`src/rtl/lcd_write_arbiter.sv`:
```
// HD44780-style write-only LCD sequencer: runs the power-up init sequence, then
// shares the bus between requesters A and B with round-robin arbitration.
module lcd_write_arbiter #(
  parameter int POWERUP_CYC = 100,
  parameter int SETUP_CYC   = 2,
  parameter int E_HIGH_CYC  = 4,
  parameter int HOLD_CYC    = 2,
  parameter int EXEC_CYC    = 40,
  parameter int CLR_CYC     = 160
) (
  input  logic       clk,
  input  logic       rst,
  input  logic       req_a,
  input  logic       rs_a,
  input  logic [7:0] data_a,
  output logic       ack_a,
  input  logic       req_b,
  input  logic       rs_b,
  input  logic [7:0] data_b,
  output logic       ack_b,
  output logic       busy,
  output logic       init_done,
  output logic       LCD_E,
  output logic       LCD_RS,
  output logic       LCD_RW,
  output logic [7:0] LCD_DATA
);

  function automatic int maxi(input int a, input int b);
    return (a > b) ? a : b;
  endfunction

  localparam int MAXP = maxi(maxi(maxi(POWERUP_CYC, SETUP_CYC), maxi(E_HIGH_CYC, HOLD_CYC)),
                             maxi(EXEC_CYC, CLR_CYC));
  localparam int CW   = $clog2(MAXP) + 1;

  localparam logic [CW-1:0] RLD_POWERUP = CW'(POWERUP_CYC - 1);
  localparam logic [CW-1:0] RLD_SETUP   = CW'(SETUP_CYC - 1);
  localparam logic [CW-1:0] RLD_EHIGH   = CW'(E_HIGH_CYC - 1);
  localparam logic [CW-1:0] RLD_HOLD    = CW'(HOLD_CYC - 1);
  localparam logic [CW-1:0] RLD_EXEC    = CW'(EXEC_CYC - 1);
  localparam logic [CW-1:0] RLD_CLR     = CW'(CLR_CYC - 1);

  localparam logic [2:0] S_POWERUP = 3'd0;
  localparam logic [2:0] S_SETUP   = 3'd1;
  localparam logic [2:0] S_EHIGH   = 3'd2;
  localparam logic [2:0] S_HOLD    = 3'd3;
  localparam logic [2:0] S_WAIT    = 3'd4;
  localparam logic [2:0] S_IDLE    = 3'd5;

  function automatic logic [7:0] init_cmd(input logic [1:0] idx);
    case (idx)
      2'd0:    return 8'h38;
      2'd1:    return 8'h0C;
      2'd2:    return 8'h06;
      default: return 8'h01;
    endcase
  endfunction

  logic [2:0]    state_q, state_d;
  logic [CW-1:0] cnt_q, cnt_d;
  logic [1:0]    init_idx_q, init_idx_d;
  logic          init_done_q, init_done_d;
  logic          rr_q, rr_d;          // 0 favours A, 1 favours B
  logic          rs_q, rs_d;
  logic [7:0]    data_q, data_d;
  logic          ack_a_q, ack_a_d;
  logic          ack_b_q, ack_b_d;
  logic          e_q, e_d;

  logic cnt_zero, long_wait, gnt_a, gnt_b;

  assign cnt_zero  = (cnt_q == '0);
  // Clear and home need the long execution wait; only as commands.
  assign long_wait = !rs_q && ((data_q == 8'h01) || (data_q == 8'h02));
  assign gnt_a     = req_a && (!req_b || !rr_q);
  assign gnt_b     = req_b && (!req_a ||  rr_q);

  always_comb begin
    state_d     = state_q;
    cnt_d       = cnt_q;
    init_idx_d  = init_idx_q;
    init_done_d = init_done_q;
    rr_d        = rr_q;
    rs_d        = rs_q;
    data_d      = data_q;
    ack_a_d     = 1'b0;
    ack_b_d     = 1'b0;
    case (state_q)
      S_POWERUP: begin
        if (cnt_zero) begin
          state_d    = S_SETUP;
          cnt_d      = RLD_SETUP;
          init_idx_d = 2'd0;
          rs_d       = 1'b0;
          data_d     = init_cmd(2'd0);
        end else begin
          cnt_d = cnt_q - 1'b1;
        end
      end
      S_SETUP: begin
        if (cnt_zero) begin
          state_d = S_EHIGH;
          cnt_d   = RLD_EHIGH;
        end else begin
          cnt_d = cnt_q - 1'b1;
        end
      end
      S_EHIGH: begin
        if (cnt_zero) begin
          state_d = S_HOLD;
          cnt_d   = RLD_HOLD;
        end else begin
          cnt_d = cnt_q - 1'b1;
        end
      end
      S_HOLD: begin
        if (cnt_zero) begin
          state_d = S_WAIT;
          cnt_d   = long_wait ? RLD_CLR : RLD_EXEC;
        end else begin
          cnt_d = cnt_q - 1'b1;
        end
      end
      S_WAIT: begin
        if (!cnt_zero) begin
          cnt_d = cnt_q - 1'b1;
        end else if (init_done_q || (init_idx_q == 2'd3)) begin
          state_d     = S_IDLE;
          init_done_d = 1'b1;
        end else begin
          // Init commands run back-to-back with no IDLE gap.
          state_d    = S_SETUP;
          cnt_d      = RLD_SETUP;
          init_idx_d = init_idx_q + 2'd1;
          rs_d       = 1'b0;
          data_d     = init_cmd(init_idx_q + 2'd1);
        end
      end
      S_IDLE: begin
        if (gnt_a || gnt_b) begin
          state_d = S_SETUP;
          cnt_d   = RLD_SETUP;
          rs_d    = gnt_a ? rs_a : rs_b;
          data_d  = gnt_a ? data_a : data_b;
          ack_a_d = gnt_a;
          ack_b_d = gnt_b;
          if (req_a && req_b) rr_d = !rr_q;
        end
      end
      default: begin
        state_d = S_POWERUP;
        cnt_d   = RLD_POWERUP;
      end
    endcase
  end

  // Registered strobe so the pin is glitch-free; async reset still drops it at once.
  assign e_d = (state_d == S_EHIGH);

  always_ff @(posedge clk or negedge rst) begin
    if (!rst) begin
      state_q     <= S_POWERUP;
      cnt_q       <= RLD_POWERUP;
      init_idx_q  <= 2'd0;
      init_done_q <= 1'b0;
      rr_q        <= 1'b0;
      rs_q        <= 1'b0;
      data_q      <= 8'h00;
      ack_a_q     <= 1'b0;
      ack_b_q     <= 1'b0;
      e_q         <= 1'b0;
    end else begin
      state_q     <= state_d;
      cnt_q       <= cnt_d;
      init_idx_q  <= init_idx_d;
      init_done_q <= init_done_d;
      rr_q        <= rr_d;
      rs_q        <= rs_d;
      data_q      <= data_d;
      ack_a_q     <= ack_a_d;
      ack_b_q     <= ack_b_d;
      e_q         <= e_d;
    end
  end

  assign ack_a     = ack_a_q;
  assign ack_b     = ack_b_q;
  assign busy      = (state_q != S_IDLE);
  assign init_done = init_done_q;
  assign LCD_E     = e_q;
  assign LCD_RS    = rs_q;
  assign LCD_RW    = 1'b0;
  assign LCD_DATA  = data_q;

endmodule

```
`config.mk`:
```
export PLATFORM = sky130hd
export DESIGN_NAME = lcd_write_arbiter
export DESIGN_NICKNAME = d
export VERILOG_FILES = /design/src/rtl/lcd_write_arbiter.sv
export SDC_FILE = /design/constraint.sdc
export NUM_CORES = 1
export LEC_CHECK = 0
export CORE_MARGIN = 2
export CORE_UTILIZATION = 45
export DETAILED_ROUTE_END_ITERATION = 10
export PLACE_DENSITY = 0.82
export SYNTH_ARGS = -nofsm -noshare
export SYNTH_HDL_FRONTEND = slang
export SYNTH_SLANG_ARGS = --single-unit
```
`constraint.sdc`:
```
create_clock -name clk -period 1.82 [get_ports clk]
set_input_delay 0.273 -clock clk [delete_from_list [all_inputs] [get_ports clk]]
set_output_delay 0.273 -clock clk [all_outputs]
set_load 0.02 [all_outputs]
```
==> results of run 1 <==
## cell usage after synthesis (2+ instances only)
library cell / instances / share of area
o211ai_1: 2 / 0.0089
dfstp_2: 4 / 0.063
buf_6: 2 / 0.013
o2111ai_1: 3 / 0.016
nor2_1: 13 / 0.029
inv_1: 6 / 0.013
xnor2_1: 3 / 0.016
nand4_1: 2 / 0.0075
a221o_1: 2 / 0.012
nand2_1: 29 / 0.065
o31ai_1: 3 / 0.013
buf_4: 3 / 0.013
a21oi_1: 7 / 0.021
dfrtp_1: 24 / 0.36
a31oi_1: 5 / 0.019
mux2i_1: 9 / 0.054
clkbuf_1: 4 / 0.0089
ha_1: 6 / 0.045
nand3_1: 5 / 0.015
nor3_1: 3 / 0.0089
nor4_1: 2 / 0.0075
o21ai_0: 14 / 0.042
xor2_1: 2 / 0.010
nand2b_1: 3 / 0.011
## power by group through the flow
stage	combinational [mW]	clock [mW]	sequential [mW]
final	0.111	0.499	0.632
after global routing	0.121	0.527	0.633
after CTS	0.112	0.501	0.632
after detailed placement	0.111	0	0.643
after global placement	0.109	0	0.643
after floorplan	0.0264	0	0.649
## kinds of logic after synthesis
kind of cell    Yosys count  synth area share
mux                       9           0.05365
buf+inv                  16           0.05215
other cells               1          0.002233
xor+xnor                  5           0.02609
fa+ha+maj                 6           0.04471
simple gates             66            0.2042
compound gates           49            0.1967
flops                    28            0.4203
## worst register-to-register path, cell delays in order (launching register included)
cell     delay [ns]
dfstp_2        0.38
inv_2          0.07
ha_4           0.12
nor4b_4        0.41
nand4_1        0.26
buf_6          0.20
o21ai_4        0.11
nor2_2         0.06
a31oi_1        0.20
## state kept, by name (all words and copies together) (netlist names)
| signal | flops |
|---|---|
| cnt_q | 9 |
| LCD_RS | 1 |
| LCD_E | 1 |
| state_q | 3 |
| ack_b | 1 |
| rr_q | 1 |
| init_done | 1 |
| init_idx_q | 2 |
| ack_a | 1 |
| LCD_DATA | 8 |
## repair_timing
action / in CTS / in global routing
endpoints found under the setup margin: 14 / 18
gates cloned: 1 / 1
setup buffers: 2 / 2
hold buffers: 0 / 0
gates resized for setup: 5 / 14
pin swaps: 8 / 6
## per-stage QoR
step | TNS (ns) | std cells | utilization | hold slack [ns] | instance area (sq um)
6_report | -0.1381 | 291 | 0.6701 | 0.3530 | 2435
3_3_place_gp | -0.008037 | 281 | 0.6185 | 0.4707 | 2247
2_1_floorplan | -0.01671 | 180 | - | -0.02259 | 1692
5_1_grt | -1.077 | 291 | 0.6701 | 0.4053 | 2435
4_1_cts | -0.06005 | 288 | 0.6543 | 0.3671 | 2377
3_5_place_dp | -0.1905 | 281 | 0.6185 | 0.4743 | 2247
## final cells by class
type                    count  area [sq um]
fillers                   267          1199
multi-input cells         137         964.7
flip-flops and latches     28         705.7
repair buffers             68         610.6
well taps                  48         60.06
clock buffers               3         41.29
clock inverters             1         30.03
inverters                   6         22.52
## routing by layer
layer,vias up,track usage
met1,786,0.2796
met5,-,0
met4,0,0.07292
met2,60,0.3660
li1,772,-
met3,8,0.02257
## how the worst max path moves through the flow
stage,end,slack [ns],cells after the start
6_report,LCD_DATA[3],-0.07,8
5_1_grt,cnt_q[7],-0.14,8
4_1_cts,cnt_q[7],-0.04,7
3_5_place_dp,cnt_q[7],-0.05,7
3_3_place_gp,cnt_q[7],-0.008,7
2_1_floorplan,cnt_q[7],-0.02,7
==> impl_metrics.ini, run 1 <==
[logic_synthesis]
ys_seq_elements = 28
syn-instance-count = 180
avgSynthCellArea_sq_um = 9.328
synth_ff_type = dfrtp_1
mappedNetlistNets = 208
synth-warning-count = 0
synth.cell_area_sq_mm = 0.001679
synth-edff-count = 0
sequential_fraction_of_the_synthesis_area = 0.4203
synth_cell_type_count = 48
async_reset_ff_frac = 1.000

[global_route]
global_route_wire_length_before_repair_mm = 7.093
antenna_found_initial = 0
grt_start_max_net_pins = 29
first_global_vias = 1548
grt-ovfl-total = 0
grt_util_all_layers = 0.2130

[clock_network]
cts-htree-levels = 1
tritoncts_clock_tree = done
cts_made_buffers = 3
numClockSinks = 28
clock-root-buffer = clkbuf_8
clk_latency_ns = 0.28
clk_pin_slew_ns = 0.11
clockBufferDepth = 2

[setup_path]
critPathTopFamily = simple AND/OR/NAND/NOR gates
worst_setup_path_startpoint = cnt_q[0]
timing.critical_path.slowest_cell_delay_ns = 0.41
critical_register_to_register_path_endpoint = LCD_DATA[3]
worst_r2r_startpoint = cnt_q[0]
path_class = reg -> reg
path_buf_inv = 2
worstSetupEndpointType = flip-flop
timing.reg2reg.setup_slack_ns = -0.07
worst-endpoint-required_ns = 2.01
cp_data_arrival_time_ns = 2.08
startpoint_type = flip-flop
worstPathMaxFanout = 6
reg2reg_depth = 8
crit_path_cell_trace = inv_2 > ha_4 > nor4b_4 > nand4_1 > buf_6 > o21ai_4 > nor2_2 > a31oi_1
critical_path.slowest_cell = nor4b_4

[place]
dp_hpwl_mm = 3.063
place.gp.congestion = 0.8450
buffer_ports.inserted = 35
dp_slack_ns = -0.05048

[die]
floorplan.rows = 22
dieArea_sq_mm = 0.004236
core_sq_mm = 0.003633
width_of_the_die_microns = 65.09
io_pins = 37
floorplan.initialDensity = 0.4621
floorplan.die.height_microns = 65.09

[timing]
setup_viol_count_final = 3
setup_ws_ns = -0.06506
final_min_period_over_clock_period = 1.036
pins_over_their_slew_limit = 0
timing_hold_violations_final = 0
skew_final_ns = 0.01379
setup_repair_after_global_routing_missed_its_margin = yes
fmaxAchievable_mhz = 530.5
period_minus_slack_ns = 1.885

[cells_and_area]
n_antenna_cell = 0
layout_commonest_cell = clkdlybuf4s50_1
syn_to_final_growth_pct = 45.01
final_layout_size_suffix_gt1_frac = 0.2716
most-common-layout-cells = clkdlybuf4s50_1, buf_4, nand2_1
design.final.nets = 272

[detailed_routing]
maxUsedRoutingLayer = met4
drt-pass1-iter-count = 4
met2WireLength_mm = 2.292
dr_total_vias = 1626
route.layer.met1.wl_mm = 1.926
drt-wirelength-per-cell_microns = 15.59
ant_nets = 0
route.detailed.vias_per_inst = 5.588
route.met3.wl_microns = 228
first_iter_violations = 163
routed_wirelength_mm = 4.536
post-route-drc-count = 0

[power_and_ir_drop]
power.switching_fraction = 0.2054
power.net_switching_mw = 0.2552
power_report.internal_total_mw = 0.9875
clock_power_share = 0.402
post-layout-total-power_mw = 1.243
power_frac_comb = 0.090
vdd.ir_drop.worst_mv = 0.2442
power.density_cell_area_mw_per_mm2 = 510.4
static-leakage-power_nw = 1.050
share_seq_of_total_power = 0.509

[hold_path]
min_path_type = in -> async

[run_status]
outcome = complete, but fails checks
violations_in_the_final_reports = negative setup slack

[job]
max_cap_viol_count = 0
(Power assumes the default switching activity.)
==> inputs of run 2 (changes only) <==
clock period = 1.5 ns   (was 1.82 ns; I/O delays follow)
==> impl_metrics.ini, run 2 (synthesis gave the netlist of run 1 again) <==
[run_status]
outcome = complete, but fails checks
violations_in_the_final_reports = negative setup slack

[global_route]
grt_util_all_layers = 0.2500
grt-ovfl-total = 0
grt.met1_usage = 0.3263
first_global_vias = 1730
grt_start_max_net_pins = 29
antenna_found_initial = 0
global_route.usage.met2 = 0.4381
global_route_wire_length_before_repair_mm = 8.073
grt_use_met3 = 0.02083
top_usage_layer = met2

[setup_path]
worst-endpoint-required_ns = 1.66
critical_path.slowest_cell = dfstp_2
path_class = reg -> reg
timing.reg2reg.setup_slack_ns = -0.39
worstSetupEndpointType = flip-flop
startpoint_type = flip-flop
critPathTopFamily = flip-flops
worst_setup_path_startpoint = cnt_q[0]
worstPathMaxFanout = 8
timing.critical_path.slowest_cell_delay_ns = 0.56
crit_path_cell_trace = inv_2 > ha_4 > nor4b_4 > buf_6 > nand3_2 > o32ai_4 > buf_6 > o21ai_0 > o211ai_1
cp_data_arrival_time_ns = 2.05
path_buf_inv = 3
worst_r2r_startpoint = cnt_q[0]
critical-path-top-cell-by-count = buf_6

[cells_and_area]
num-fill-cells = 231
largest_register = cnt_q
final_layout_size_suffix_gt1_frac = 0.4030
most-common-layout-cells = buf_4, dfrtp_1, clkdlybuf4s50_1
layout_commonest_cell = buf_4
design.final.nets = 297
largest_register_ffs = 9
syn_to_final_growth_pct = 66.02
n_antenna_cell = 0

[die]
io_pins = 37
core_sq_mm = 0.003633
floorplan.rows = 22
width_of_the_die_microns = 65.09
floorplan.die.height_microns = 65.09
floorplan.initialDensity = 0.4621
dieArea_sq_mm = 0.004236

[hold_path]
min_path_type = in -> async

[timing]
setup_viol_count_final = 26
final_min_period_over_clock_period = 1.261
setup-tns-final_ns = -6.557
worst_pin_slew_ns = 0.5589
pins_over_their_slew_limit = 0
timing_hold_violations_final = 0
skew_final_ns = 0.007436
period_minus_slack_ns = 1.892
fmaxAchievable_mhz = 528.6
max_slew_margin = 0.6260
setup_repair_after_global_routing_missed_its_margin = yes
setup_ws_ns = -0.3919

[clock_network]
clockBufferDepth = 2
clock-root-buffer = clkbuf_8
numClockSinks = 28
clk_pin_slew_ns = 0.11
tritoncts_clock_tree = done
cts_hold_buffers = 0
cts-htree-levels = 1
clk_latency_ns = 0.29
cts_made_buffers = 3

[detailed_routing]
first_iter_violations = 139
post-route-drc-count = 0
drt-pass1-iter-count = 4
dr_total_vias = 1807
routed_wirelength_mm = 5.897
route.detailed.vias_per_inst = 5.718
ant_nets = 0
drt-wirelength-per-cell_microns = 18.66

[place]
buffer_ports.inserted = 35
dp_hpwl_mm = 3.281
place.gp.congestion = 0.8782
dp_slack_ns = -0.3756

[power_and_ir_drop]
vdd.ir_drop.worst_mv = 0.3722
static-leakage-power_nw = 1.235
power.density_cell_area_mw_per_mm2 = 557.1
post-layout-total-power_mw = 1.553

[job]
max_cap_viol_count = 0
[run 2: cell count changes in the layout (fill, tap and decap cells not counted), sizes merged]
cell	delta
buf	+25
clkdlybuf4s50	-10
dlygate4sd2	+9
o21a	+1
[run 2: cell type report]
type / instances / area, sq um / share of cell area
clock buffers: 3 / 41.29 / 0.01481
clock inverters: 1 / 30.03 / 0.01077
inverters: 6 / 22.52 / 0.008079
multi-input cells: 138 / 1134 / 0.4066
flip-flops and latches: 28 / 705.7 / 0.2531
well taps: 48 / 60.06 / 0.02154
repair buffers: 92 / 794.5 / 0.2850
[run 2: path summary, 6_finish.rpt]
check | to | cells past startpoint
setup / recovery | cnt_q[3] | 9
hold reg to reg | rr_q | 1
max in group asynchronous | cnt_q[0] | 2
setup reg to reg | cnt_q[3] | 9
hold / removal | LCD_DATA[1] | 2
min in group clk | rr_q | 1
[run 2: metal layers]
metal / vias up / routed length (microns)
met5: - / 0
met4: 0 / 191
met3: 19 / 252
met2: 66 / 3008
met1: 900 / 2445
li1: 822 / -
[run 2: power breakdown]
group          leakage (nW)  switching, mW  internal, mW
combinational         0.858         0.0708        0.0889
clock                0.0357          0.270         0.359
sequential            0.341        0.00337         0.761
[run 2: through the flow]
step                      hold WS, ns  cells    util  instance area [sq um]
after floorplan              -0.07059    180       -                   1707
after global placement         0.4956    302  0.6660                   2420
after detailed placement       0.4895    302  0.6660                   2420
after CTS                      0.3281    310  0.7204                   2618
after global routing           0.3406    316  0.7672                   2788
final                          0.2993    316  0.7672                   2788
[run 2: repair_timing]
action | in CTS | in global routing
cloned | 2 | 0
resized for setup | 37 | 29
pin swaps | 11 | 8
setup buffers | 3 | 6
endpoints found under the setup margin | 36 | 25
==> patch, RTL diff (settings of run 2) <==
Reset style: synchronous (`rst`), changed in one clocked block. Comments in the files are not updated.
--- a/src/rtl/lcd_write_arbiter.sv
+++ b/src/rtl/lcd_write_arbiter.sv
@@ -158,7 +158,7 @@
   // Registered strobe so the pin is glitch-free; async reset still drops it at once.
   assign e_d = (state_d == S_EHIGH);
 
-  always_ff @(posedge clk or negedge rst) begin
+  always_ff @(posedge clk) begin
     if (!rst) begin
       state_q     <= S_POWERUP;
       cnt_q       <= RLD_POWERUP;
Function: same outputs for any inputs over 10 cycles, from zero or initial values and one cycle with rst low; that may be too few to reach the edited logic, so the function may still have changed.
==> patch against run 2 <==
- the run still ends with setup timing left
- area after synthesis is 2.1% higher
- core utilization down 4.2 points
- sequential cell count is the same
- combinational power is 25% higher
- first-iteration DRC count is 47% higher
- power rose by 1.3%
- largest cell class unchanged
- setup slack better by 0.11 ns
- routed wire length barely moved
- critical endpoint is now cnt_q[5]
- critical path type unchanged
- cell area is 4.8% lower
- non-clock buffer count fell by 10
==> patch: results (changes against run 2) <==
Synthesis
  – Ys async rst share: 0% (-100 points)
  – Avg Synthesized Cell Area: 8.746 µm² (-6.2%)
  – Commonest cells post-synth: dfxtp_1 (28), nor2_1 (25), a21oi_1 (15)
  – Synth warnings: 0 (unchanged)
  – Main area contributors after synthesis: dfxtp_1 (33%), mux2i_1 (7.0%), nor2_1 (5.5%), a21oi_1 (4.4%), ha_1 (4.4%)
  – Sequential fraction of the synthesis area: 32.70% (-9.3 points)
  – Top FF cell, synth: dfxtp_1
  – Yosys cell types: 56 (+17%)
  – Post-Synthesis Net Count: 224 (+7.7%)

Pwr
  – Worst vdd ir: 0.0003871 V (+4.0%)
  – Leakage: 1.133 nW (-8.2%)

Outcome
  – Failing checks: setup timing
  – Status: finished, violations left

Clocking
  – Longest Clk Path Bufs: 2 (unchanged)
  – Worst-path clk slew: 0.11 ns (about the same)
  – Clk_lat worst skew: 0.28 ns
  – Num CTS Buffers: 3 (unchanged)
  – Clock root buffer: clkbuf_8
  – Clock H-tree levels: 1 (unchanged)

Global route
  – Tot GR Track Use: 27.21% (+2.2 points)
  – Initial antenna violation count: 0 (unchanged)
  – Vias in the first global route: 1830 (+5.8%)
  – First-pass GRT wire length: 8797 µm (+9.0%)
  – Largest net degree at the start of global routing: 17 (-41%)

Cells and area
  – Max reg flops: 9 (unchanged)
  – Reg with most FFs: cnt_q
  – Share of cells above drive strength 1: 34.56% (-5.7 points)
  – Final #Nets: 301 (+1.3%)
  – Non-filler instance count after layout: 320 (+1.3%)
  – Ant. Diodes: 0 (unchanged)

STA
  – Final worst slack: -0.2812 ns (+0.1107 ns)
  – Final setup fails: 23 (-12%)
  – TNS Setup: -3.980 ns (+2.577 ns)
  – Worst Skew: 0.005384 ns (-0.002052 ns)

Placement
  – PortBufs: 35 (unchanged)
  – GPL Wtd Cong: 0.8440 (-3.9%)
  – HPWL Detailed: 3362 µm (+2.5%)
  – Area after DPL: 2351 µm² (-2.8%)
  – DP Worst Slack: -0.2977 ns (+0.07798 ns)
  – Placed cells: 308 (+2.0%)

Detailed routing
  – Via Count: 1867 (+3.3%)
  – First DRT Iteration DRCs: 204 (+47%)
  – Final wirelength: 5901 µm (about the same)
  – TritonRoute pass-1 iters: 5 (+1)

Setup path
  – Arrival @ worst endpoint: 1.96 ns (-0.09 ns)
  – CP Max Fanout: 4 (-4)

Hold path
  – Hold Path Class: reg2reg
[patch: changes by cell type after synthesis, sizes merged, moves of 4 or more]
cell / before / now
dfstp: 4 / 0
a21oi: 8 / 15
nor2: 13 / 25
o21ai: 15 / 11
dfrtp: 24 / 0
dfxtp: 0 / 28
nor2b: 1 / 6
nand2: 30 / 16
nor3b: 0 / 4
[patch: per-layer routing]
metal | vias up | GRT usage [%] | share of wire, %
li1 | 852 | - | -
met1 | 867 | 30.34 | 38
met2 | 115 | 48.11 | 51
met3 | 33 | 4.966 | 6.1
met4 | 0 | 15.36 | 4.6
met5 | - | 0 | 0
[patch: layout make-up]
cell class              instances  area (µm²)
fillers                       253        1006
inverters                       6       22.52
clock buffers                   3       41.29
clock inverters                 1       30.03
repair buffers                 82       719.4
multi-input cells             152        1217
flip-flops and latches         28       564.3
well taps                      48       60.06
[patch: path summary, 6_finish.rpt]
path                             startpoint          end  slack (ns)  cells past startpoint
worst max-delay path               cnt_q[0]     cnt_q[5]       -0.28                      7
worst min-delay path            LCD_DATA[0]  LCD_DATA[0]        0.54                      2
worst max register to register     cnt_q[0]     cnt_q[5]       -0.28                      7
worst min register to register  LCD_DATA[0]  LCD_DATA[0]        0.54                      2
[patch: worst max-delay path, cell delays in order (launching register included)]
cell,delay (ns)
dfxtp_2,0.35
inv_2,0.08
ha_4,0.13
nor4b_4,0.22
buf_4,0.21
a21bo_2,0.22
o21ai_1,0.14
a221o_1,0.35
[patch: timing repair]
action | in CTS | in global routing
hold buffers | 0 | 0
pin swaps | 15 | 11
setup buffers | 6 | 1
setup endpoints to repair | 35 | 27
gates resized for setup | 40 | 18
cloned | 1 | 0
[patch: power breakdown]
part | internal [mW] | switching, mW | total [mW]
logic | 0.113 | 0.0870 | 0.200
registers | 0.750 | 0.00596 | 0.756
clock network | 0.358 | 0.260 | 0.618
[patch: cells by family after synthesis]
| group | after synthesis | synth area share (%) |
|---|---|---|
| AO/OA/AOI/OAI | 48 | 19.71 |
| XOR/XNOR | 5 | 2.555 |
| adder cells (fa/ha/maj) | 6 | 4.379 |
| buffers and inverters | 17 | 6.496 |
| flip-flops | 28 | 32.70 |
| multiplexers | 12 | 7.008 |
| other | 1 | 0.2188 |
| AND/OR/NAND/NOR | 79 | 26.93 |
